### config.mk
export PLATFORM = sky130hd
export DESIGN_NAME = multi_channel_timer
export DESIGN_NICKNAME = d
export VERILOG_FILES = /design/src/rtl/timer_pkg.sv /design/src/rtl/ms_prescaler.sv /design/src/rtl/multi_channel_timer.sv
export SDC_FILE = /design/constraint.sdc
export NUM_CORES = 1
export LEC_CHECK = 0
export BUFFER_PORTS_ARGS = -buffer_cell sky130_fd_sc_hd__buf_4
export CAP_MARGIN = 20
export CORE_MARGIN = 1.5
export CORE_UTILIZATION = 45
export CTS_BUF_LIST = sky130_fd_sc_hd__clkbuf_8 sky130_fd_sc_hd__clkbuf_16
export DETAILED_ROUTE_END_ITERATION = 8
export MAX_ROUTING_LAYER = met4
export PLACE_DENSITY_LB_ADDON = 0.25
export SETUP_SLACK_MARGIN = 0.3
export SYNTH_ARGS = -nofsm -noshare
export SYNTH_HDL_FRONTEND = slang
export SYNTH_SLANG_ARGS = --single-unit
### constraint.sdc
create_clock -name clk -period 2.3 [get_ports clk]
set_input_delay 0.23 -clock clk [delete_from_list [all_inputs] [get_ports clk]]
set_output_delay 0.23 -clock clk [all_outputs]
set_load 0.1 [all_outputs]
### src/rtl/timer_pkg.sv
// Shared types and helpers for the multi-channel millisecond timer.
package timer_pkg;

  typedef enum logic {T_IDLE, T_RUN} tstate_t;

  // Prescaler limit in clk cycles per ms; turbo divides it, never below 1.
  function automatic int ms_limit(input int clk_hz, input int turbo_shift, input logic turbo);
    int pre;
    int lim;
    pre = clk_hz / 1000;
    if (pre < 1) pre = 1;
    lim = turbo ? (pre >> turbo_shift) : pre;
    if (lim < 1) lim = 1;
    return lim;
  endfunction

endpackage

### src/rtl/ms_prescaler.sv
// Millisecond prescaler: one-cycle ms_tick per (turbo-scaled) millisecond, frozen by pause.
module ms_prescaler
  import timer_pkg::*;
#(
  parameter int CLK_HZ      = 50_000_000,
  parameter int TURBO_SHIFT = 4
) (
  input  logic clk,
  input  logic resetN,
  input  logic turbo,
  input  logic pause,
  output logic ms_tick
);

  localparam int PRE   = ms_limit(CLK_HZ, TURBO_SHIFT, 1'b0);
  localparam int LIM_T = ms_limit(CLK_HZ, TURBO_SHIFT, 1'b1);
  localparam int CNT_W = (PRE > 1) ? $clog2(PRE) : 1;
  localparam logic [CNT_W-1:0] LAST_N = CNT_W'(PRE - 1);
  localparam logic [CNT_W-1:0] LAST_T = CNT_W'(LIM_T - 1);

  logic [CNT_W-1:0] count;
  logic [CNT_W-1:0] last;

  assign last = turbo ? LAST_T : LAST_N;

  // >= rather than == so a turbo switch with count past the short limit wraps at once.
  always_ff @(posedge clk or negedge resetN) begin
    if (!resetN) begin
      count   <= '0;
      ms_tick <= 1'b0;
    end else if (pause) begin
      ms_tick <= 1'b0;
    end else if (count >= last) begin
      count   <= '0;
      ms_tick <= 1'b1;
    end else begin
      count   <= count + 1'b1;
      ms_tick <= 1'b0;
    end
  end

endmodule

### src/rtl/multi_channel_timer.sv
// N_CH programmable millisecond timers sharing one prescaler; each gives a tick pulse,
// a 50% toggle output and a busy flag.
module multi_channel_timer
  import timer_pkg::*;
#(
  parameter  int CLK_HZ      = 50_000_000,
  parameter  int N_CH        = 4,
  parameter  int PERIOD_W    = 16,
  parameter  int TURBO_SHIFT = 4,
  parameter  int DEF_PERIOD  = 1000,
  localparam int CH_W        = (N_CH > 1) ? $clog2(N_CH) : 1
) (
  input  logic                clk,
  input  logic                resetN,
  input  logic                turbo,
  input  logic                pause,
  input  logic                cfg_we,
  input  logic [CH_W-1:0]     cfg_ch,
  input  logic [PERIOD_W-1:0] cfg_period,
  input  logic                cfg_oneshot,
  input  logic [N_CH-1:0]     start,
  input  logic [N_CH-1:0]     stop,
  output logic                ms_tick,
  output logic [N_CH-1:0]     tick,
  output logic [N_CH-1:0]     duty50,
  output logic [N_CH-1:0]     busy
);

  localparam logic [PERIOD_W-1:0] ONE = PERIOD_W'(1);

  ms_prescaler #(
    .CLK_HZ      (CLK_HZ),
    .TURBO_SHIFT (TURBO_SHIFT)
  ) u_prescaler (
    .clk     (clk),
    .resetN  (resetN),
    .turbo   (turbo),
    .pause   (pause),
    .ms_tick (ms_tick)
  );

  for (genvar i = 0; i < N_CH; i++) begin : g_ch
    tstate_t             state, state_nxt;
    logic [PERIOD_W-1:0] period_q, period_eff;
    logic [PERIOD_W-1:0] remaining, remaining_nxt;
    logic                oneshot_q, oneshot_eff;
    logic                tick_q, tick_nxt;
    logic                duty_q, duty_nxt;
    logic                cfg_hit;

    // A same-cycle config write is visible to a start or reload in that cycle.
    assign cfg_hit     = cfg_we && (cfg_ch == CH_W'(i));
    assign period_eff  = cfg_hit ? ((cfg_period == '0) ? ONE : cfg_period) : period_q;
    assign oneshot_eff = cfg_hit ? cfg_oneshot : oneshot_q;

    always_ff @(posedge clk or negedge resetN) begin
      if (!resetN) begin
        period_q  <= PERIOD_W'(DEF_PERIOD);
        oneshot_q <= 1'b0;
      end else if (cfg_hit) begin
        period_q  <= period_eff;
        oneshot_q <= oneshot_eff;
      end
    end

    always_comb begin
      state_nxt     = state;
      remaining_nxt = remaining;
      duty_nxt      = duty_q;
      tick_nxt      = 1'b0;
      if (stop[i]) begin
        state_nxt = T_IDLE;
      end else if (start[i]) begin
        state_nxt     = T_RUN;
        remaining_nxt = period_eff;
        duty_nxt      = 1'b0;
      end else if (state == T_RUN && ms_tick && !pause) begin
        if (remaining > ONE) begin
          remaining_nxt = remaining - ONE;
        end else begin
          tick_nxt = 1'b1;
          duty_nxt = ~duty_q;
          if (oneshot_eff) state_nxt = T_IDLE;
          else             remaining_nxt = period_eff;
        end
      end
    end

    always_ff @(posedge clk or negedge resetN) begin
      if (!resetN) begin
        state     <= T_IDLE;
        remaining <= '0;
        tick_q    <= 1'b0;
        duty_q    <= 1'b0;
      end else begin
        state     <= state_nxt;
        remaining <= remaining_nxt;
        tick_q    <= tick_nxt;
        duty_q    <= duty_nxt;
      end
    end

    assign tick[i]   = tick_q;
    assign duty50[i] = duty_q;
    assign busy[i]   = (state == T_RUN);
  end

endmodule

==> impl_metrics.ini <==
[yosys]
ys_warn_count = 0
synth_area_leaders = dfrtp_1 40%, mux2_2 8.3%, dfstp_2 7.4%
postSynthAreaPerCell_um2 = 9.753
synth-seq-cells = 161
synth_top_area_share_pct = 40.26
yosysMostFrequentCell = dfrtp_1
ys_types = 66
synth_nets = 926
async_flop_share_pct = 100.0
synth_top_area_cell = dfrtp_1
synth_edf_count = 0
synth_flop_cell = dfrtp_1
synth_common_cells = 137 x dfrtp_1, 93 x nor2_1, 75 x a21oi_1
syn-cell-area_um2 = 8514
yosysSeqAreaShare_pct = 47.67
syn_inst = 873

[setup_path]
critPathMaxStageDelay_ps = 530
cp.required_ps = 2650
crit_fanout = 5
critPathLaunchType = register
cp_cell_sequence = or4_4 -> nor3_4 -> buf_6 -> a41o_1 -> a21oi_4 -> buf_6 -> a21boi_1 -> mux2i_1
critPathSlowestCell = or4_4
crit_family = simple AND/OR/NAND/NOR gates
crit_buf_inv = 2
crit_arrival_ps = 2490
critPathMostFrequentCell = buf_6
critPathCaptureType = register
crit_type = register to register

[timing]
setup_viol = 0
min_period_ps = 2139
worst_pin_slew_ps = 522.7
finalWorstSetupSlack_ps = 161.2
slew_headroom_pct = 64.89
timing.final.crit_share_pct = 92.99
holdWs_ps = 35.90
skew_ps = 9.181
final_max_slew_viol_count = 0
finalSetupTns_ps = 0
rsz0062_at_grt = yes
fmax_mhz = 467.5
hold_viol = 0

[power]
power_switching_mw = 2.860
netSwitchingFraction_pct = 31.79
power_density_nw_per_um2 = 814.8
clkPwrFrac_pct = 30.2
p_leak_nw = 4.579
ir_worst_vdd_mv = 0.5673
seq_power_share_pct = 43.7
internal_power_mw = 6.135
comb_power_share_pct = 26.1

[floorplanning]
initial_core_util_pct = 45.67
rows = 50
die_w_um = 140.6
io_pins = 45
dieArea_um2 = 19760
fp.coreArea_um2 = 18640
die_y_um = 140.6

[detailed_routing]
num_vias = 7257
dr.max_layer_used = met4
drt-wirelength-per-cell_um = 18.47
viasPerCell = 5.867
first_iter_violations = 410
m1WireLength_um = 10120
drtPass1Iterations = 5
drc_errors = 0
wl_met2_um = 11050
wl_met3_um = 1175
drt_wl_total_um = 22840
ant_nets = 0

[global_routing]
grt_antenna_before_repair = 0
grt_pass1_wl_um = 34380
grt.total_usage_pct = 22.76
grt_max_degree = 62
grt_overflow = 0
grt_pass1_vias = 6617

[clock_tree]
clkLatencyLatePin_ps = 430
path_clk_slew_ps = 60
htree_levels = 4
cts_buffers = 17
clockBufferDepth = 2
clock_sinks = 161
clockRootBuffer = clkbuf_16
cts_tree = done

[worst_hold_path]
hold_path_class = primary input to register

[job]
cap_viol_max_count = 0

[placement]
gp_congestion = 0.8471
portBuffers = 44
place_ws_ps = 35.49
hpwl_um = 13470

[cells_and_area]
syn_to_final_growth_pct = 29.65
n_fill_cell = 1564
final_layout_size_suffix_gt1_share_pct = 37.39
antenna_cells = 0
nNetsFinal = 1043

[status]
status = finished clean
cell families (layout without fill, tap and decap cells):
group | count (synthesis) | in the layout | synth area share [%]
compound gates | 237 | 238 | 17.12
xor+xnor | 13 | 13 | 1.337
fa+ha+maj | 21 | 21 | 3.086
buf+inv | 81 | 209 | 4.688
flops | 161 | 161 | 47.67
mux | 71 | 71 | 9.273
simple gates | 289 | 290 | 16.83
area by class of cell:
type	instances	area, um2	area share (%)
multi-input cells	633	4653	42.15
flip-flops and latches	161	4065	36.82
repair buffers	150	1365	12.37
clock buffers	20	466.7	4.228
well taps	234	292.8	2.652
inverters	27	101.3	0.9181
clock inverters	12	95.09	0.8614
layout by cell type, fill, tap and decap left out, types with 6 or more instances in the layout:
master     Yosys  final
dfrtp_1      137    134
buf_4         14    107
nor2_1        93     84
mux2_2        63     63
nand2_1       62     60
a21oi_1       75     55
o21ai_0       71     42
nor3_1        31     30
buf_6          3     27
inv_1         27     25
dfstp_2       24     24
o21ai_1        2     21
nand3_1       25     21
clkbuf_16      0     19
a21oi_2        1     18
nand4_1       17     17
nor4_1        17     14
ha_1          21     14
a31oi_1       12     10
o21ai_2        0      9
mux2i_1        8      8
xor2_1         8      8
o22a_1         7      7
inv_2          0      6
nor2_4         0      6
buf_12         0      6
sequential cells by signal, indices dropped and copies added, names as in the netlist:
signal and count:
g_ch.duty_q 4, g_ch.tick_q 4, g_ch.period_q 64, g_ch.state 4
g_ch.oneshot_q 4, u_prescaler.count 16, g_ch.remaining 64, u_prescaler.ms_tick 1
metrics by stage:
stage                     utilization [%]  area (um2)  std cells  power [mW]
final                               59.21       11040       1237       8.995
after global routing                59.21       11040       1237       9.455
after CTS                           55.34       10320       1204       8.693
after detailed placement            49.76        9276       1139       5.753
after global placement              49.76        9276       1139       5.703
after floorplan                         -        8593        873       5.119
power groups by stage:
stage	Combinational [mW]	Sequential, mW	Clock [mW]
6_report	2.35	3.93	2.72
5_1_grt	2.58	4.00	2.88
3_5_place_dp	1.81	3.94	0
3_3_place_gp	1.78	3.93	0
2_1_floorplan	1.29	3.82	0
4_1_cts	2.04	3.89	2.77
metal layers:
layer | GRT usage, % | vias to the layer above
li1 | - | 3415
met4 | 8.498 | 0
met2 | 34.91 | 222
met1 | 30.10 | 3588
met5 | - | -
met3 | 4.342 | 32
path summary, 6_finish.rpt:
kind	from	endpoint	slack, ps	cells after the start
max in group asynchronous	resetN	u_prescaler.ms_tick$_DFF_PN0_	1260	3
hold / removal	start[3]	g_ch[3].tick_q$_DFF_PN0_	40	2
hold reg to reg	g_ch[1].remaining[14]$_DFFE_PN0P_	g_ch[1].remaining[14]$_DFFE_PN0P_	490	1
min in group asynchronous	resetN	g_ch[0].remaining[4]$_DFFE_PN0P_	300	2
setup / recovery	g_ch[0].remaining[11]$_DFFE_PN0P_	g_ch[0].remaining[0]$_DFFE_PN0P_	160	8
setup reg to reg	g_ch[0].remaining[11]$_DFFE_PN0P_	g_ch[0].remaining[0]$_DFFE_PN0P_	160	8
what timing repair did:
| item | CTS | global route |
|---|---|---|
| hold buffers | 5 | 0 |
| endpoints found under the setup margin | 75 | 82 |
| resized for setup | 43 | 137 |
| pin swaps | 19 | 57 |
| buffers inserted | 23 | 20 |
| cloned | 5 | 13 |
| endpoints found under the hold margin | 44 | 0 |
No activity file was read; power rests on OpenSTA's default activity.
